$ cat src/rtl/dds_pkg.sv
// -----------------------------------------------------------------------------
// dds_pkg
// Definitions shared by the DDS SPI master and the DDS SPI receiver. Keeping
// them in one place stops the two ends of the link from disagreeing on the
// frame layout.
//   - register address map (FREQ0/FREQ1/PHASE0/PHASE1)
//   - frame geometry: ADDR_W address bits followed by DATA_W data bits
//   - serializer state encoding
// -----------------------------------------------------------------------------
package dds_pkg;

  localparam int ADDR_W  = 2;
  localparam int DATA_W  = 24;
  localparam int FRAME_W = ADDR_W + DATA_W;

  localparam logic [ADDR_W-1:0] ADDR_FREQ0  = 2'd0;
  localparam logic [ADDR_W-1:0] ADDR_FREQ1  = 2'd1;
  localparam logic [ADDR_W-1:0] ADDR_PHASE0 = 2'd2;
  localparam logic [ADDR_W-1:0] ADDR_PHASE1 = 2'd3;

  typedef enum logic [2:0] {
    ST_IDLE,
    ST_SETUP,
    ST_SHIFT_HI,
    ST_SHIFT_LO,
    ST_HOLD,
    ST_GAP
  } ser_state_e;

endpackage

$ cat src/rtl/dds_spi_master_if.sv
// -----------------------------------------------------------------------------
// dds_spi_master_if
// Host-side command handshake of the DDS SPI master.
//   cmd_addr  : target register address
//   cmd_data  : value to write
//   cmd_valid : command offered by the host
//   cmd_ready : master can take a command this cycle
// Modports: master = host side (drives the command), slave = dds_spi_master.
// -----------------------------------------------------------------------------
interface dds_spi_master_if #(
  parameter int ADDR_WIDTH = 2,
  parameter int DATA_WIDTH = 24
);

  logic [ADDR_WIDTH-1:0] cmd_addr;
  logic [DATA_WIDTH-1:0] cmd_data;
  logic                  cmd_valid;
  logic                  cmd_ready;

  modport master (
    output cmd_addr,
    output cmd_data,
    output cmd_valid,
    input  cmd_ready
  );

  modport slave (
    input  cmd_addr,
    input  cmd_data,
    input  cmd_valid,
    output cmd_ready
  );

endinterface

$ cat src/rtl/dds_cmd_fifo.sv
// -----------------------------------------------------------------------------
// dds_cmd_fifo
// Small synchronous command queue placed in front of the SPI serializer when
// DDS_SPI_MASTER_FIFO_EN is defined. Show-ahead: dout is the head entry
// whenever empty is low, so a pop consumes the value seen in the same cycle.
// Ports:
//   clk, reset  : clock, synchronous active-high reset (flushes the queue)
//   push, din   : write an entry (ignored when full)
//   pop, dout   : consume the head entry (ignored when empty)
//   full, empty : occupancy flags
// DEPTH must be a power of two so the pointers wrap naturally.
// -----------------------------------------------------------------------------
module dds_cmd_fifo #(
  parameter int WIDTH = 26,
  parameter int DEPTH = 4
) (
  input  logic             clk,
  input  logic             reset,
  input  logic             push,
  input  logic [WIDTH-1:0] din,
  input  logic             pop,
  output logic [WIDTH-1:0] dout,
  output logic             full,
  output logic             empty
);

  localparam int PTR_W = $clog2(DEPTH);

  logic [WIDTH-1:0] mem [DEPTH];
  logic [PTR_W-1:0] wr_ptr;
  logic [PTR_W-1:0] rd_ptr;
  logic [PTR_W:0]   count;

  logic do_push;
  logic do_pop;

  assign full    = (count == (PTR_W+1)'(DEPTH));
  assign empty   = (count == '0);
  assign do_push = push && !full;
  assign do_pop  = pop && !empty;
  assign dout    = mem[rd_ptr];

  // NOTE: the storage array has no reset; only the pointers and count define
  // which entries are valid, and leaving the array out of reset lets it map
  // onto plain RAM/registers without a reset network.
  always_ff @(posedge clk) begin
    if (do_push) begin
      mem[wr_ptr] <= din;
    end
  end

  always_ff @(posedge clk) begin
    if (reset) begin
      wr_ptr <= '0;
      rd_ptr <= '0;
      count  <= '0;
    end else begin
      if (do_push) begin
        wr_ptr <= wr_ptr + PTR_W'(1);
      end
      if (do_pop) begin
        rd_ptr <= rd_ptr + PTR_W'(1);
      end
      case ({do_push, do_pop})
        2'b10:   count <= count + (PTR_W+1)'(1);
        2'b01:   count <= count - (PTR_W+1)'(1);
        default: count <= count;
      endcase
    end
  end

endmodule

$ cat src/rtl/dds_spi_master.sv
// -----------------------------------------------------------------------------
// dds_spi_master
// Serial transmitter for the DDS configuration port. Each accepted command
// {cmd_addr, cmd_data} is sent as one SPI mode-0 frame, MSB first, inside a
// single chip-select assertion. Every SPI level lasts CLK_DIV clk cycles so
// the receiver's synchronizer and edge detector see all of them.
//
// Ports:
//   clk        : system clock (rising edge)
//   reset      : synchronous, active-high reset
//   cmd        : dds_spi_master_if.slave (cmd_addr/cmd_data/cmd_valid/cmd_ready)
//   busy       : a command is in flight (or queued, with the FIFO build)
//   done       : one-cycle pulse as spi_cs_n rises after a complete frame
//   spi_clock  : SPI clock, idles low
//   spi_cs_n   : chip select, active low
//   spi_mosi   : serial data, changes only while spi_clock is low
//
// Frame timing per command: SETUP (clock low), then alternating SHIFT_HI /
// SHIFT_LO for each bit, HOLD (clock low, CS still low), GAP (CS high).
// Every phase is CLK_DIV cycles, so CS is low for (2F+1)*CLK_DIV cycles.
//
// Build option DDS_SPI_MASTER_FIFO_EN: a 4-entry command FIFO in front of the
// serializer; frames then run back-to-back with a CLK_DIV-cycle CS-high gap.
// -----------------------------------------------------------------------------
module dds_spi_master
  import dds_pkg::*;
#(
  parameter int ADDR_WIDTH = ADDR_W,
  parameter int DATA_WIDTH = DATA_W,
  parameter int CLK_DIV    = 4
) (
  input  logic                 clk,
  input  logic                 reset,
  dds_spi_master_if.slave      cmd,
  output logic                 busy,
  output logic                 done,
  output logic                 spi_clock,
  output logic                 spi_cs_n,
  output logic                 spi_mosi
);

  localparam int F    = ADDR_WIDTH + DATA_WIDTH;
  localparam int HP_W = $clog2(CLK_DIV);
  localparam int BC_W = $clog2(F);

  // Below 4 cycles per level the receiver's 2-flop synchronizer plus edge
  // detector can miss a level.
  if (CLK_DIV < 4) begin : g_bad_clk_div
    $error("dds_spi_master: CLK_DIV must be at least 4");
  end

  ser_state_e       state;
  logic [HP_W-1:0]  hp_cnt;
  logic [BC_W-1:0]  bit_cnt;
  logic [F-1:0]     shreg;
  logic             busy_q;

  logic             hp_last;
  logic             take;
  logic [F-1:0]     take_frame;

  assign hp_last = (hp_cnt == HP_W'(CLK_DIV - 1));

`ifdef DDS_SPI_MASTER_FIFO_EN
  logic         fifo_full;
  logic         fifo_empty;
  logic         fifo_push;
  logic [F-1:0] fifo_dout;

  assign cmd.cmd_ready = !reset && !fifo_full;
  assign fifo_push     = cmd.cmd_valid && cmd.cmd_ready;

  // The serializer pulls the next frame either from IDLE or straight out of
  // the last GAP cycle, so queued frames keep a gap of exactly CLK_DIV.
  assign take       = !reset && !fifo_empty &&
                      ((state == ST_IDLE) || ((state == ST_GAP) && hp_last));
  assign take_frame = fifo_dout;
  assign busy       = busy_q || !fifo_empty;

  dds_cmd_fifo #(
    .WIDTH (F),
    .DEPTH (4)
  ) u_cmd_fifo (
    .clk   (clk),
    .reset (reset),
    .push  (fifo_push),
    .din   ({cmd.cmd_addr, cmd.cmd_data}),
    .pop   (take),
    .dout  (fifo_dout),
    .full  (fifo_full),
    .empty (fifo_empty)
  );
`else
  // cmd_ready is the only combinational output: it must drop in the same
  // cycle reset is asserted so a coincident command is never taken.
  assign cmd.cmd_ready = !reset && (state == ST_IDLE);
  assign take          = cmd.cmd_valid && cmd.cmd_ready;
  assign take_frame    = {cmd.cmd_addr, cmd.cmd_data};
  assign busy          = busy_q;
`endif

  // NOTE: all state and outputs here use non-blocking assignments so every
  // register samples the pre-edge values; blocking assignments would let the
  // order of statements leak into the hardware.
  always_ff @(posedge clk) begin
    if (reset) begin
      state     <= ST_IDLE;
      hp_cnt    <= '0;
      bit_cnt   <= '0;
      shreg     <= '0;
      busy_q    <= 1'b0;
      done      <= 1'b0;
      spi_clock <= 1'b0;
      spi_cs_n  <= 1'b1;
      spi_mosi  <= 1'b0;
    end else begin
      done <= 1'b0;

      if (take) begin
        // Frame latched here; later input changes cannot reach it.
        state     <= ST_SETUP;
        hp_cnt    <= '0;
        bit_cnt   <= BC_W'(F - 1);
        shreg     <= take_frame;
        busy_q    <= 1'b1;
        spi_cs_n  <= 1'b0;
        spi_clock <= 1'b0;
        spi_mosi  <= take_frame[F-1];
      end else begin
        if (state != ST_IDLE) begin
          hp_cnt <= hp_last ? '0 : hp_cnt + HP_W'(1);
        end

        case (state)
          ST_IDLE: begin
          end

          ST_SETUP: begin
            if (hp_last) begin
              state     <= ST_SHIFT_HI;
              spi_clock <= 1'b1;
            end
          end

          ST_SHIFT_HI: begin
            if (hp_last) begin
              spi_clock <= 1'b0;
              if (bit_cnt == '0) begin
                state <= ST_HOLD;
              end else begin
                // Next bit is presented on the falling edge so it is stable
                // for the whole low and high phase around the next rise.
                state    <= ST_SHIFT_LO;
                bit_cnt  <= bit_cnt - BC_W'(1);
                shreg    <= {shreg[F-2:0], 1'b0};
                spi_mosi <= shreg[F-2];
              end
            end
          end

          ST_SHIFT_LO: begin
            if (hp_last) begin
              state     <= ST_SHIFT_HI;
              spi_clock <= 1'b1;
            end
          end

          ST_HOLD: begin
            if (hp_last) begin
              state    <= ST_GAP;
              spi_cs_n <= 1'b1;
              spi_mosi <= 1'b0;
              done     <= 1'b1;
            end
          end

          ST_GAP: begin
            if (hp_last) begin
              state  <= ST_IDLE;
              busy_q <= 1'b0;
            end
          end

          default: begin
            state <= ST_IDLE;
          end
        endcase
      end
    end
  end

endmodule
$ cat src/flat_wrapper.sv
// flat-port wrapper written by rule: the top's interface ports become plain ports
module dds_spi_master_flat import dds_pkg::*;
#(
  parameter int ADDR_WIDTH = ADDR_W,
  parameter int DATA_WIDTH = DATA_W,
  parameter int CLK_DIV    = 4
)
  (clk, reset, busy, done, spi_clock, spi_cs_n, spi_mosi, cmd_cmd_addr, cmd_cmd_data, cmd_cmd_valid, cmd_cmd_ready);
  dds_spi_master_if #(.ADDR_WIDTH(ADDR_WIDTH), .DATA_WIDTH(DATA_WIDTH)) cmd_i ();
  input  logic clk;
  input  logic reset;
  output logic busy;
  output logic done;
  output logic spi_clock;
  output logic spi_cs_n;
  output logic spi_mosi;
  input wire logic [$bits(cmd_i.cmd_addr)-1:0] cmd_cmd_addr;
  input wire logic [$bits(cmd_i.cmd_data)-1:0] cmd_cmd_data;
  input wire logic [$bits(cmd_i.cmd_valid)-1:0] cmd_cmd_valid;
  output wire logic [$bits(cmd_i.cmd_ready)-1:0] cmd_cmd_ready;
  assign cmd_i.cmd_addr = cmd_cmd_addr;
  assign cmd_i.cmd_data = cmd_cmd_data;
  assign cmd_i.cmd_valid = cmd_cmd_valid;
  assign cmd_cmd_ready = cmd_i.cmd_ready;
  dds_spi_master #(.ADDR_WIDTH(ADDR_WIDTH), .DATA_WIDTH(DATA_WIDTH), .CLK_DIV(CLK_DIV)) u_core (.clk(clk), .reset(reset), .cmd(cmd_i), .busy(busy), .done(done), .spi_clock(spi_clock), .spi_cs_n(spi_cs_n), .spi_mosi(spi_mosi));
endmodule
$ cat config.mk
export PLATFORM = sky130hd
export DESIGN_NAME = dds_spi_master_flat
export DESIGN_NICKNAME = d
export VERILOG_FILES = /design/src/rtl/dds_pkg.sv /design/src/rtl/dds_spi_master_if.sv /design/src/rtl/dds_cmd_fifo.sv /design/src/rtl/dds_spi_master.sv /design/src/flat_wrapper.sv
export SDC_FILE = /design/constraint.sdc
export NUM_CORES = 1
export LEC_CHECK = 0
export BUFFER_PORTS_ARGS = -buffer_cell sky130_fd_sc_hd__buf_2
export CORE_ASPECT_RATIO = 0.6
export CORE_MARGIN = 8
export CORE_UTILIZATION = 49
export DETAILED_ROUTE_END_ITERATION = 8
export PLACE_DENSITY = 0.72
export SLEW_MARGIN = 40
export SYNTH_ARGS = -nofsm -noshare
export SYNTH_HDL_FRONTEND = slang
export SYNTH_HIERARCHICAL = 1
export SYNTH_SLANG_ARGS = --single-unit
$ cat constraint.sdc
create_clock -name clk -period 5.5 [get_ports clk]
set_clock_uncertainty 0.2 [all_clocks]
set_input_delay 0 -clock clk [delete_from_list [all_inputs] [get_ports clk]]
set_output_delay 0 -clock clk [all_outputs]
set_load 0.01 [all_outputs]
==> metrics.log, run 1 <==
INFO  metric fin_setup_tns = 0 ns
INFO  metric synth_area_leaders = sky130_fd_sc_hd__dfxtp_1 (46%), sky130_fd_sc_hd__a22oi_1 (10%), sky130_fd_sc_hd__a21oi_1 (7.5%)
INFO  metric post_dp_cell_area = 1884 sq um
INFO  metric chipHeight = 62.08 um
INFO  metric clk_path_buf_depth = 2
INFO  metric grt_overflow_total = 0
INFO  metric io-pin-count = 35
INFO  metric ys.flop_type = sky130_fd_sc_hd__dfxtp_1
INFO  metric yosysTopAreaCell = sky130_fd_sc_hd__dfxtp_1
INFO  metric crit_path_start_kind = flip-flop
INFO  metric routed_via_density = 5.423
INFO  metric area_delta_synth_final = 29.94%
INFO  metric synth_edf_count = 0
INFO  metric syn-num-nets = 225
INFO  metric totalPowerFinal = 625.7 uW
INFO  metric drt_first_pass_iters = 4
INFO  metric count_of_input_and_output_buffers = 34
INFO  metric final_antenna_net_count = 0
INFO  metric cp-end-kind = flip-flop
INFO  metric critical_path.reg2reg.endpoint = u_core/spi_mosi$_SDFFE_PP0P_
INFO  metric min-delay-start = reset
INFO  metric grtUsageTotal = 0.1582
INFO  metric max-vdd-ir-drop = 124.2 uV
INFO  metric post_synthesis_cell_area = 1734 sq um
INFO  metric post_synth_most_frequent_cells = sky130_fd_sc_hd__dfxtp_1 (40), sky130_fd_sc_hd__nand2_1 (31), sky130_fd_sc_hd__a21oi_1 (26)
INFO  metric final_hold_slack = 0.02701 ns
INFO  metric clock_latency_of_the_later_clocked_register_in_the_worst_skew_pair = 0.29 ns
INFO  metric antenna_cells_inserted = 0
INFO  metric route.vias.total = 1589
INFO  metric synth_fa_ha_area_frac = 0.01443
INFO  metric critical_path_class = flip-flop to flip-flop
INFO  metric run_status = finished, final reports clean
INFO  metric post_synth_num_cell_types = 34
INFO  metric dpl.hpwl = 2.691 mm
INFO  metric grt_start_max_net_pins = 36
INFO  metric critical_path_arrival = 2.38 ns
INFO  metric setup_viol_count_final = 0
INFO  metric synth_simple_gate_area_frac = 0.1977
INFO  metric max_slew.worst_pin.slew = 0.8532 ns
INFO  metric whs_path_depth = 2
INFO  metric clockRootBuffer = sky130_fd_sc_hd__clkbuf_8
INFO  metric fin_nets = 278
INFO  metric fraction_of_layout_instances_using_a_drive_strength_above_1 = 0.1976
INFO  metric placementRows = 16
INFO  metric floorplan.core_area = 3323 sq um
INFO  metric gp_congestion = 0.7692
INFO  metric required = 5.50 ns
INFO  metric main_combinational_cell_family_by_area_after_synthesis = compound AO/OA/AOI/OAI gates
INFO  metric critical_path_top_delay_cell = sky130_fd_sc_hd__a22oi_4
INFO  metric power-per-cell-area = 277.7 nW/um^2
INFO  metric cts_num_sinks = 40
INFO  metric reg2regPathDepth = 6
INFO  metric async_reset_ff_frac = 0
INFO  metric synth_xor_area_frac = 0.01515
INFO  metric design.die.area = 5761 sq um
INFO  metric synth_mux_area_frac = 0.01154
INFO  metric final_design_area_no_fill = 2253 sq um
INFO  metric hold-path-endpoint = u_core/done$_SDFF_PP0_
INFO  metric critical_path_peak_fanout = 26
INFO  metric post-synth-top-count-cell = sky130_fd_sc_hd__dfxtp_1
INFO  metric post-route-period-util = 0.4315
INFO  metric timing_hold_violations_final = 0
INFO  metric first_global_vias = 1504
INFO  metric drt-total-wl = 4.289 mm
INFO  metric maxSlewViolCount = 0
INFO  metric synthesis.instances = 194
INFO  metric floorplan.die.width = 92.80 um
INFO  metric r2r-start = u_core/bit_cnt[0]$_SDFFE_PP0P_
INFO  metric clk_pin_slew = 0.08 ns
INFO  metric layout_min_cycle_time = 2.373 ns
INFO  metric dr.first_iter.drc_count = 97
INFO  metric drv.max_cap_violation_count = 0
INFO  metric gates_resized_cts_repair = 0
INFO  metric max_freq = 421.4 MHz
INFO  metric holdCritPathClass = input pin to flip-flop
INFO  metric first_pass_grt_wire_length = 7.079 mm
INFO  metric post-synth-top-area-fraction = 0.4618
INFO  metric regToRegSetupSlack = 3.13 ns
INFO  metric rsz0062_at_grt = false
INFO  metric power.static_leakage = 0.8709 nW
INFO  metric clock_tree_from_tritoncts = done
INFO  metric timing.critical_path.cells = inv_1 -> ha_1 -> or4b_4 -> a22oi_4 -> a221oi_2 -> a311oi_1
INFO  metric stage_delay_of_the_slowest_cell_on_the_critical_path = 0.57 ns
INFO  metric cts_made_buffers = 5
INFO  metric drc = 0
INFO  metric synth.ff_latch_count = 40
INFO  metric synth_compound_area_frac = 0.2403
INFO  metric synth-seq-area-share = 0.4618
INFO  metric ys_warn_count = 6
INFO  metric routed_wire_length_per_instance = 14.64 um
INFO  metric syn_area_per_cell = 8.939 sq um
INFO  metric ctsHtreeMaxLevel = 2
INFO  metric maxSlewHeadroom = 0.4232
INFO  metric number_of_antenna_violations_at_the_first_check_in_global_routing = 0
INFO  metric starting_density = 0.5218
final cells by class:
cell class                 instances  area, sq um
fill                             280         1070
sequential                        40        800.8
clock buffer                       6        72.57
multi-input combinational        134        832.0
tap                               45        56.30
clock inverter                     2        35.03
inverter                           5        18.77
timing repair buffer              61        437.9
where the power goes:
group	internal, mW	switching [mW]	total [mW]	leakage (nW)
registers	0.304	0.0101	0.314	0.327
clock network	0.135	0.0997	0.234	0.0552
logic	0.0400	0.0374	0.0773	0.489
total	0.479	0.147	0.626	0.871
cell families (layout without fill, tap and decap cells):
| family | after synthesis | after routing |
|---|---|---|
| simple gates | 66 | 66 |
| compound gates | 61 | 61 |
| flops | 40 | 40 |
| buf+inv | 20 | 74 |
| xor+xnor | 3 | 3 |
| fa+ha+maj | 2 | 2 |
| mux | 2 | 2 |
layout by cell type, fill, tap and decap left out:
cell type / instances
sky130_fd_sc_hd__clkinv_2: 1
sky130_fd_sc_hd__nand3_1: 3
sky130_fd_sc_hd__or4b_1: 1
sky130_fd_sc_hd__xnor2_1: 1
sky130_fd_sc_hd__and2_2: 1
sky130_fd_sc_hd__nand3b_1: 4
sky130_fd_sc_hd__buf_4: 1
sky130_fd_sc_hd__nor2_1: 14
sky130_fd_sc_hd__inv_1: 5
sky130_fd_sc_hd__nand2b_1: 1
sky130_fd_sc_hd__nor3_2: 1
sky130_fd_sc_hd__ha_1: 2
sky130_fd_sc_hd__a221oi_2: 1
sky130_fd_sc_hd__nand4b_1: 1
sky130_fd_sc_hd__and4bb_4: 1
sky130_fd_sc_hd__or4b_4: 1
sky130_fd_sc_hd__a31oi_1: 2
sky130_fd_sc_hd__bufinv_16: 1
sky130_fd_sc_hd__dlygate4sd3_1: 26
sky130_fd_sc_hd__a211oi_1: 3
sky130_fd_sc_hd__nor4b_1: 1
sky130_fd_sc_hd__clkbuf_1: 1
sky130_fd_sc_hd__xor2_1: 2
sky130_fd_sc_hd__nor3b_1: 1
sky130_fd_sc_hd__a21oi_1: 26
sky130_fd_sc_hd__nor4_4: 1
sky130_fd_sc_hd__buf_2: 34
sky130_fd_sc_hd__nor3_1: 4
sky130_fd_sc_hd__a22oi_1: 24
sky130_fd_sc_hd__a311oi_1: 2
sky130_fd_sc_hd__a22oi_4: 1
sky130_fd_sc_hd__mux2i_1: 2
sky130_fd_sc_hd__dfxtp_1: 40
sky130_fd_sc_hd__o32ai_1: 1
sky130_fd_sc_hd__clkbuf_8: 5
sky130_fd_sc_hd__a32oi_1: 1
sky130_fd_sc_hd__nand2_1: 31
per-layer routing:
| metal | track usage | wire length (um) |
|---|---|---|
| met1 | 0.1997 | 2037 |
| met2 | 0.2462 | 1969 |
| met3 | 0.05396 | 226 |
| met4 | 0.06136 | 54 |
| met5 | 0 | 0 |
sequential cells by signal, summed over array words and instances, names as in the netlist:
signal            flops
u_core/hp_cnt         2
u_core/shreg         25
u_core/bit_cnt        5
u_core/spi_cs_n       1
u_core/state          3
u_core/busy           1
u_core/done           1
u_core/spi_mosi       1
u_core/spi_clock      1
per-stage QoR:
stage          setup WS [ns]  instances  utilization
5_1_grt                2.978        293       0.6781
3_5_place_dp           3.141        259       0.5670
6_report               3.127        293       0.6781
4_1_cts                3.134        293       0.6777
2_1_floorplan          3.627        194            -
3_3_place_gp           3.240        259       0.5670
critical path, delay by kind of cell, from the launching register on:
family / cells / cell delay, ns
compound gates: 3 / 0.98
fa+ha+maj: 1 / 0.18
flops: 1 / 0.34
simple gates: 1 / 0.51
buf+inv: 1 / 0.06
how the worst max path moves through the flow:
stage,slack (ns),to,depth (start not counted),startpoint
after floorplan,3.63,u_core/spi_mosi$_SDFFE_PP0P_,6,u_core/bit_cnt[0]$_SDFFE_PP0P_
after global placement,3.24,u_core/spi_mosi$_SDFFE_PP0P_,6,u_core/bit_cnt[0]$_SDFFE_PP0P_
after detailed placement,3.14,u_core/spi_mosi$_SDFFE_PP0P_,6,u_core/bit_cnt[0]$_SDFFE_PP0P_
after CTS,3.13,u_core/spi_mosi$_SDFFE_PP0P_,6,u_core/bit_cnt[0]$_SDFFE_PP0P_
after global routing,2.98,u_core/spi_mosi$_SDFFE_PP0P_,6,u_core/bit_cnt[0]$_SDFFE_PP0P_
final,3.13,u_core/spi_mosi$_SDFFE_PP0P_,6,u_core/bit_cnt[0]$_SDFFE_PP0P_
timing repair:
item | in CTS | in global routing
endpoints found under the hold margin | 27 | 0
hold buffers | 26 | 0
buffers inserted | 0 | 0
(Power assumes the default switching activity.)
==> run 2, diff against run 1 <==
--- a/config.mk
+++ b/config.mk
@@ -5,12 +5,13 @@
 export SDC_FILE = /design/constraint.sdc
 export NUM_CORES = 1
 export LEC_CHECK = 0
+export ABC_AREA = 1
 export BUFFER_PORTS_ARGS = -buffer_cell sky130_fd_sc_hd__buf_2
 export CORE_ASPECT_RATIO = 0.6
 export CORE_MARGIN = 8
 export CORE_UTILIZATION = 49
 export DETAILED_ROUTE_END_ITERATION = 8
-export PLACE_DENSITY = 0.72
+export PLACE_DENSITY = 0.71
 export SLEW_MARGIN = 40
 export SYNTH_ARGS = -nofsm -noshare
 export SYNTH_HDL_FRONTEND = slang
==> constraint.sdc (replaced) <==
create_clock -name clk -period 2.36 [get_ports clk]
set_clock_uncertainty 0.2 [all_clocks]
set_input_delay 0 -clock clk [delete_from_list [all_inputs] [get_ports clk]]
set_output_delay 0 -clock clk [all_outputs]
set_load 0.01 [all_outputs]
==> run 2 against run 1 <==
Compared with the run above:
- worst setup slack got worse by 2.8 ns
- synthesized cell count up 57%
- sequential power increased by 130%
- area after synthesis increased by 22%
==> metrics.log, run 2 <==
INFO  metric cp-end-kind = flip-flop
INFO  metric routed_via_density = 5.019 (-7.5%)
INFO  metric design.die.area = 6723 sq um (+17%)
INFO  metric ctsHtreeMaxLevel = 2 (unchanged)
INFO  metric io-pin-count = 35 (unchanged)
INFO  metric rsz0062_at_grt = false
INFO  metric setup_viol_count_final = 0 (unchanged)
INFO  metric routed_wire_length_per_instance = 12.68 um (-13%)
INFO  metric required = 2.36 ns (-3.14 ns)
INFO  metric ys_warn_count = 6 (unchanged)
INFO  metric ys.flop_type = sky130_fd_sc_hd__dfxtp_1
INFO  metric hold-path-endpoint = u_core/busy$_SDFFE_PP0P_
INFO  metric clk_pin_slew = 0.07 ns (about the same)
INFO  metric clockRootBuffer = sky130_fd_sc_hd__clkbuf_8
INFO  metric reg2regPathDepth = 9 (+3)
INFO  metric placementRows = 18 (+2)
INFO  metric leading_cell_type_in_the_layout_fill_and_taps_excluded = sky130_fd_sc_hd__nand2_1
INFO  metric regToRegSetupSlack = 0.37 ns (-2.75 ns)
INFO  metric largest_register_ffs = 25 (unchanged)
INFO  metric drv.max_cap_violation_count = 0 (unchanged)
INFO  metric synth_xor_area_frac = 0.004157 (-0.01099)
INFO  metric floorplan.core_area = 4121 sq um (+24%)
INFO  metric first_global_vias = 1797 (+19%)
INFO  metric cts_made_buffers = 5 (unchanged)
INFO  metric run_status = finished, final reports clean
INFO  metric clock_latency_of_the_later_clocked_register_in_the_worst_skew_pair = 0.29 ns (about the same)
INFO  metric grt_overflow_total = 0 (unchanged)
INFO  metric starting_density = 0.5112 (-0.01060)
INFO  metric fin_nets = 391 (+41%)
INFO  metric number_of_antenna_violations_at_the_first_check_in_global_routing = 0 (unchanged)
INFO  metric post-synth-top-count-cell = sky130_fd_sc_hd__nand2_1
INFO  metric max_freq = 503.3 MHz (+19%)
INFO  metric post-synth-top-area-fraction = 0.3800 (-0.08171)
INFO  metric dr.first_iter.drc_count = 213 (+120%)
INFO  metric maxSlewViolCount = 0 (unchanged)
INFO  metric synth_area_leaders = sky130_fd_sc_hd__dfxtp_1 (38%), sky130_fd_sc_hd__nand3_1 (16%), sky130_fd_sc_hd__nand2_1 (14%)
INFO  metric synth_simple_gate_area_frac = 0.3539 (+0.1562)
INFO  metric floorplan.die.width = 100.7 um (+8.5%)
INFO  metric post_synth_most_frequent_cells = sky130_fd_sc_hd__nand2_1 (77), sky130_fd_sc_hd__nand3_1 (66), sky130_fd_sc_hd__dfxtp_1 (40)
INFO  metric layout_min_cycle_time = 1.987 ns (-0.3865 ns)
INFO  metric post-route-period-util = 0.8418 (+0.4103)
INFO  metric largestRegisters = u_core/shreg (25), u_core/bit_cnt (5), u_core/state (3)
INFO  metric critical_path_peak_fanout = 13 (-50%)
INFO  metric first_pass_grt_wire_length = 8.618 mm (+22%)
INFO  metric main_combinational_cell_family_by_area_after_synthesis = simple AND/OR/NAND/NOR gates
INFO  metric timing_hold_violations_final = 0 (unchanged)
INFO  metric power-per-cell-area = 539.6 nW/um^2 (+94%)
INFO  metric syn-num-nets = 336 (+49%)
INFO  metric dpl.hpwl = 3.360 mm (+25%)
INFO  metric maxSlewHeadroom = 0.7125 (+0.2893)
INFO  metric gates_resized_cts_repair = 0 (unchanged)
INFO  metric gp_congestion = 0.8037 (+4.5%)
INFO  metric synth_compound_area_frac = 0.1170 (-0.1233)
INFO  metric grt_start_max_net_pins = 30 (-17%)
INFO  metric count_of_input_and_output_buffers = 34 (unchanged)
INFO  metric syn_area_per_cell = 6.908 sq um (-23%)
INFO  metric critical_path_class = flip-flop to flip-flop
INFO  metric holdCritPathClass = flip-flop to flip-flop
INFO  metric fraction_of_layout_instances_using_a_drive_strength_above_1 = 0.1801 (-0.01753)
INFO  metric async_reset_ff_frac = 0 (unchanged)
INFO  metric final_antenna_net_count = 0 (unchanged)
INFO  metric synthesis.instances = 305 (+57%)
INFO  metric critical_path_arrival = 1.98 ns (-0.40 ns)
INFO  metric yosysTopAreaCell = sky130_fd_sc_hd__dfxtp_1
INFO  metric r2r-start = u_core/hp_cnt[0]$_SDFFE_PP0P_
INFO  metric final_cell_mix = sky130_fd_sc_hd__nand2_1 (77), sky130_fd_sc_hd__nand3_1 (66), sky130_fd_sc_hd__dfxtp_1 (40)
INFO  metric grtUsageTotal = 0.1595 (+0.001388)
INFO  metric drt-total-wl = 5.339 mm (+24%)
INFO  metric crit_path_start_kind = flip-flop
INFO  metric max-vdd-ir-drop = 251.5 uV (+100%)
INFO  metric drt_first_pass_iters = 5 (+1)
INFO  metric post_synthesis_cell_area = 2107 sq um (+22%)
INFO  metric synth_edf_count = 0 (unchanged)
INFO  metric final_hold_slack = 0.2621 ns (+0.2351 ns)
INFO  metric post_synth_num_cell_types = 24 (-29%)
INFO  metric fin_setup_tns = 0 ns (unchanged)
INFO  metric chipHeight = 66.80 um (+7.6%)
INFO  metric drc = 0 (unchanged)
INFO  metric clk_path_buf_depth = 2 (unchanged)
INFO  metric synth.ff_latch_count = 40 (unchanged)
INFO  metric route.vias.total = 2113 (+33%)
INFO  metric synth_mux_area_frac = 0 (-0.01154)
INFO  metric synth-seq-area-share = 0.3800 (-0.08171)
INFO  metric critical_path.reg2reg.endpoint = u_core/shreg[18]$_SDFFE_PP0P_
INFO  metric clock_tree_from_tritoncts = done
INFO  metric largest_register = u_core/shreg
INFO  metric min-delay-start = u_core/busy$_SDFFE_PP0P_
INFO  metric max_slew.worst_pin.slew = 0.4307 ns (-0.4226 ns)
INFO  metric power.static_leakage = 1.167 nW (+34%)
INFO  metric synth_fa_ha_area_frac = 0.01188 (-0.002554)
INFO  metric area_delta_synth_final = 25.30%
INFO  metric antenna_cells_inserted = 0 (unchanged)
INFO  metric final_core_utilization = 0.6406 (-0.03753)
INFO  metric cts_num_sinks = 40 (unchanged)
INFO  metric whs_path_depth = 2 (unchanged)
-- run 2: timing repair --
| action | CTS | global route |
|---|---|---|
| buffers inserted | 0 | 0 |
| endpoints found under the hold margin | 29 | 0 |
| hold buffers | 28 | 0 |
-- run 2: worst max path at each step --
| stage | from | to | slack [ns] | cells after the start |
|---|---|---|---|---|
| after floorplan | u_core/hp_cnt[0]$_SDFFE_PP0P_ | u_core/shreg[11]$_SDFFE_PP0P_ | 0.71 | 9 |
| after global placement | u_core/hp_cnt[0]$_SDFFE_PP0P_ | u_core/shreg[18]$_SDFFE_PP0P_ | 0.48 | 9 |
| after detailed placement | u_core/hp_cnt[0]$_SDFFE_PP0P_ | u_core/shreg[18]$_SDFFE_PP0P_ | 0.40 | 9 |
| after CTS | u_core/hp_cnt[0]$_SDFFE_PP0P_ | u_core/shreg[18]$_SDFFE_PP0P_ | 0.39 | 9 |
| after global routing | u_core/hp_cnt[0]$_SDFFE_PP0P_ | u_core/shreg[18]$_SDFFE_PP0P_ | 0.23 | 9 |
| final | u_core/hp_cnt[0]$_SDFFE_PP0P_ | u_core/shreg[18]$_SDFFE_PP0P_ | 0.37 | 9 |
-- run 2: metal layers --
| layer | global-route usage | vias to the layer above | wire (um) |
|---|---|---|---|
| met1 | 0.2104 | 941 | 2576 |
| met2 | 0.2455 | 76 | 2347 |
| met5 | 0 | - | 0 |
| met4 | 0.04486 | 0 | 38 |
| met3 | 0.04886 | 5 | 376 |
| li1 | - | 1091 | - |
-- run 2: stage by stage --
stage	cell area [sq um]	worst slack (ns)	std cells	power, mW
floorplan	2107	0.7118	305	0.8791
global placement	2270	0.4820	385	0.9321
detailed placement	2270	0.3984	385	0.9352
CTS	2640	0.3896	421	1.428
global route	2640	0.2284	421	1.492
finish	2640	0.3732	421	1.425
-- run 2: layout make-up --
cell class	count	area, sq um
fillers	381	1481
multi-input cells	206	1026
flip-flops and latches	40	800.8
repair buffers	69	503.0
inverters	38	145.1
clock buffers	8	90.09
well taps	60	75.07
-- run 2: kinds of logic after synthesis --
logic type / Yosys count
adder cells (fa/ha/maj): 2
AND/OR/NAND/NOR: 163
AO/OA/AOI/OAI: 40
flip-flops: 40
buffers and inverters: 59
XOR/XNOR: 1
-- run 2: where the power goes --
| part | leakage [nW] | switching (mW) | total, mW | internal [mW] |
|---|---|---|---|---|
| clock network | 0.0455 | 0.227 | 0.466 | 0.238 |
| logic | 0.795 | 0.129 | 0.230 | 0.101 |
| registers | 0.327 | 0.0211 | 0.729 | 0.708 |
-- run 2: worst max-delay path, cell delays in order, from the launching register on --
cell and delay, ns:
sky130_fd_sc_hd__dfxtp_1 0.35, sky130_fd_sc_hd__ha_1 0.34, sky130_fd_sc_hd__nand3_2 0.13, sky130_fd_sc_hd__nor2_2 0.13
sky130_fd_sc_hd__nand2_1 0.24, sky130_fd_sc_hd__buf_4 0.28, sky130_fd_sc_hd__nand3_1 0.07, sky130_fd_sc_hd__nand3_1 0.06
sky130_fd_sc_hd__nand2_1 0.05, sky130_fd_sc_hd__inv_1 0.03
==> run 3, diff against run 2 <==
--- a/config.mk
+++ b/config.mk
@@ -5,13 +5,13 @@
 export SDC_FILE = /design/constraint.sdc
 export NUM_CORES = 1
 export LEC_CHECK = 0
-export ABC_AREA = 1
+export ABC_AREA = 0
 export BUFFER_PORTS_ARGS = -buffer_cell sky130_fd_sc_hd__buf_2
 export CORE_ASPECT_RATIO = 0.6
 export CORE_MARGIN = 8
 export CORE_UTILIZATION = 49
 export DETAILED_ROUTE_END_ITERATION = 8
-export PLACE_DENSITY = 0.71
+export PLACE_DENSITY = 0.72
 export SLEW_MARGIN = 40
 export SYNTH_ARGS = -nofsm -noshare
 export SYNTH_HDL_FRONTEND = slang
==> constraint.sdc (replaced) <==
create_clock -name clk -period 1.85 [get_ports clk]
set_clock_uncertainty 0.2 [all_clocks]
set_input_delay 0 -clock clk [delete_from_list [all_inputs] [get_ports clk]]
set_output_delay 0 -clock clk [all_outputs]
set_load 0.01 [all_outputs]
==> run 3 against run 2 <==
Compared with the run above:
- the run now ends with negative setup slack left
- sequential power rose by 29%
- die area fell by 14%
- worst setup slack got worse by 0.51 ns
- first-iteration DRC count rose by 6.6%
- critical path depth fell by 1
- register-to-register slack got worse by 0.51 ns
- hold slack got worse by 0.22 ns
- non-clock buffer count rose by 19
- combinational power rose by 45%
- cell area rose by 0.19%
- wire length rose by 3.2%
- flip-flop and latch count did not move
- critical endpoint is now u_core/shreg[22]$_SDFFE_PP0P_
- highest routed layer unchanged
==> metrics.log, run 3 (synthesis results as in run 1) <==
INFO  metric run_status = finished, violations left
INFO  metric failed_checks = negative setup slack
INFO  metric clk_path_buf_depth = 2 (unchanged)
INFO  metric preCtsSetupSlack = -0.08093 ns (-0.4794 ns)
INFO  metric routed_wire_length_per_instance = 17.22 um (+36%)
INFO  metric grt_overflow_total = 0 (unchanged)
INFO  metric dpl.hpwl = 3.092 mm (-8.0%)
INFO  metric whs_path_depth = 3 (+1)
INFO  metric power.static_leakage = 1.046 nW (-10%)
INFO  metric grtUsageTotal = 0.1914 (+0.03182)
INFO  metric first_pass_grt_wire_length = 8.631 mm (+0.15%)
INFO  metric critical_path_peak_fanout = 6 (-7)
INFO  metric clockRootBuffer = sky130_fd_sc_hd__clkbuf_8
INFO  metric hold-path-endpoint = u_core/spi_cs_n$_SDFFE_PP1P_
INFO  metric layout.area.seq = 808.3 sq um (+0.94%)
INFO  metric antenna_cells_inserted = 0 (unchanged)
INFO  metric required = 1.87 ns (-0.49 ns)
INFO  metric max_freq = 504.3 MHz (+0.20%)
INFO  metric worst_path_most_repeated_cell = sky130_fd_sc_hd__buf_12
INFO  metric cts_num_sinks = 40 (unchanged)
INFO  metric rsz0062_at_grt = true
INFO  metric min-delay-start = cmd_cmd_valid
INFO  metric final_cell_mix = sky130_fd_sc_hd__buf_2 (34), sky130_fd_sc_hd__dfxtp_1 (34), sky130_fd_sc_hd__dlygate4sd3_1 (28)
INFO  metric critical_path_arrival = 2.00 ns (+0.02 ns)
INFO  metric timing_hold_violations_final = 0 (unchanged)
INFO  metric fin_nets = 305 (-22%)
INFO  metric final_hold_slack = 0.03840 ns (-0.2237 ns)
INFO  metric grt_start_max_net_pins = 26 (-13%)
INFO  metric totalPowerFinal = 1.960 mW (+38%)
INFO  metric largest_register = u_core/shreg
INFO  metric setup_viol_count_final = 20 (+20)
INFO  metric crit_path_start_kind = flip-flop
INFO  metric clock_latency_of_the_later_clocked_register_in_the_worst_skew_pair = 0.29 ns (about the same)
INFO  metric drv.max_cap_violation_count = 0 (unchanged)
INFO  metric fin_setup_tns = -1.540 ns (-1.540 ns)
INFO  metric first_global_vias = 1821 (+1.3%)
INFO  metric r2r-start = u_core/bit_cnt[1]$_SDFFE_PP0P_
INFO  metric power-per-cell-area = 740.9 nW/um^2 (+37%)
INFO  metric stage_delay_of_the_slowest_cell_on_the_critical_path = 0.49 ns (+0.14 ns)
INFO  metric critical_path.reg2reg.endpoint = u_core/shreg[22]$_SDFFE_PP0P_
INFO  metric ctsHtreeMaxLevel = 2 (unchanged)
INFO  metric clk_pin_slew = 0.08 ns (about the same)
INFO  metric number_of_antenna_violations_at_the_first_check_in_global_routing = 0 (unchanged)
INFO  metric chipHeight = 62.08 um (-7.1%)
INFO  metric max_slew.worst_pin.slew = 0.4501 ns (+0.01939 ns)
INFO  metric cp-end-kind = flip-flop
INFO  metric starting_density = 0.5218 (+0.01060)
INFO  metric max-vdd-ir-drop = 542.6 uV (+120%)
INFO  metric area_delta_synth_final = 52.53%
INFO  metric fillerInstances = 207 (-46%)
INFO  metric largestRegisters = u_core/shreg (25), u_core/bit_cnt (5), u_core/state (3)
INFO  metric maxSlewHeadroom = 0.6990 (-0.01353)
INFO  metric maxSlewViolCount = 0 (unchanged)
INFO  metric floorplan.die.width = 92.80 um (-7.8%)
INFO  metric io-pin-count = 35 (unchanged)
INFO  metric regToRegSetupSlack = -0.13 ns (-0.51 ns)
INFO  metric route.vias.total = 1857 (-12%)
INFO  metric layout_min_cycle_time = 1.983 ns (-0.003987 ns)
INFO  metric fraction_of_layout_instances_using_a_drive_strength_above_1 = 0.3600 (+0.1799)
INFO  metric critical_path_class = flip-flop to flip-flop
INFO  metric finalWorstSetupSlack = -0.1328 ns (-0.5060 ns)
INFO  metric cts_made_buffers = 5 (unchanged)
INFO  metric routed_via_density = 5.803 (+16%)
INFO  metric gp_congestion = 0.8039 (about the same)
INFO  metric drt-total-wl = 5.509 mm (+3.2%)
INFO  metric final_core_utilization = 0.7959 (+0.1554)
INFO  metric dr.first_iter.drc_count = 227 (+6.6%)
INFO  metric clock_tree_from_tritoncts = done
INFO  metric drt_first_pass_iters = 5 (unchanged)
INFO  metric count_of_input_and_output_buffers = 34 (unchanged)
INFO  metric largest_register_ffs = 25 (unchanged)
INFO  metric placementRows = 16 (-2)
INFO  metric holdCritPathClass = input pin to flip-flop
INFO  metric post-route-period-util = 1.072 (+0.2299)
INFO  metric floorplan.core_area = 3323 sq um (-19%)
INFO  metric drc = 0 (unchanged)
INFO  metric critical_path_top_delay_cell = sky130_fd_sc_hd__or4b_4
INFO  metric design.die.area = 5761 sq um (-14%)
INFO  metric final_antenna_net_count = 0 (unchanged)
INFO  metric multi_input_comb_area = 933.4 sq um (-9.0%)
INFO  metric timing.critical_path.cells = inv_2 -> ha_4 -> or4b_4 -> a22oi_4 -> buf_12 -> buf_12 -> nand2_4 -> a21oi_2
INFO  metric reg2regPathDepth = 8 (-1)
## run 3: critical path, delay by kind of cell (launching register included)
kind,cells,cell delay [ns]
AO/OA/AOI/OAI,2,0.37
AND/OR/NAND/NOR,2,0.54
adder cells (fa/ha/maj),1,0.13
buffers and inverters,3,0.34
flip-flops,1,0.33
## run 3: cell type report
type                            count  share of cell area
Clock buffer                        6             0.02744
Timing Repair Buffer               88              0.2725
Clock inverter                      2             0.01325
Sequential cell                    40              0.3056
Multi-Input combinational cell    134              0.3529
Tap cell                           45             0.02129
Inverter                            5            0.007096
## run 3: through the flow
stage	cell area, sq um	std cells
floorplan	1749	194
global placement	2072	277
detailed placement	2072	277
CTS	2567	318
global route	2645	320
finish	2645	320
## run 3: timing repair
item	4_1_cts	5_1_grt
gates resized for setup	11	18
endpoints found under the setup margin	24	30
buffers inserted	6	1
cloned	1	1
endpoints found under the hold margin	28	9
hold buffers	27	1
pin swaps	6	16
## run 3: power breakdown
part           switching (mW)  internal (mW)
registers              0.0315          0.905
logic                   0.151          0.182
clock network           0.290          0.400
## run 3: worst max path at each step
stage	startpoint	endpoint	cells past startpoint
2_1_floorplan	u_core/bit_cnt[1]$_SDFFE_PP0P_	u_core/shreg[10]$_SDFFE_PP0P_	7
3_3_place_gp	u_core/bit_cnt[1]$_SDFFE_PP0P_	u_core/shreg[22]$_SDFFE_PP0P_	7
3_5_place_dp	u_core/bit_cnt[1]$_SDFFE_PP0P_	u_core/shreg[22]$_SDFFE_PP0P_	7
4_1_cts	u_core/bit_cnt[0]$_SDFFE_PP0P_	u_core/shreg[22]$_SDFFE_PP0P_	8
5_1_grt	u_core/bit_cnt[1]$_SDFFE_PP0P_	u_core/shreg[22]$_SDFFE_PP0P_	8
6_report	u_core/bit_cnt[1]$_SDFFE_PP0P_	u_core/shreg[22]$_SDFFE_PP0P_	8
## run 3: layer usage
metal,track usage,wire [um],vias to the layer above
li1,-,-,856
met1,0.2132,2237,893
met2,0.3437,2770,92
met3,0.05516,380,16
met4,0.08182,121,0
met5,0,0,-
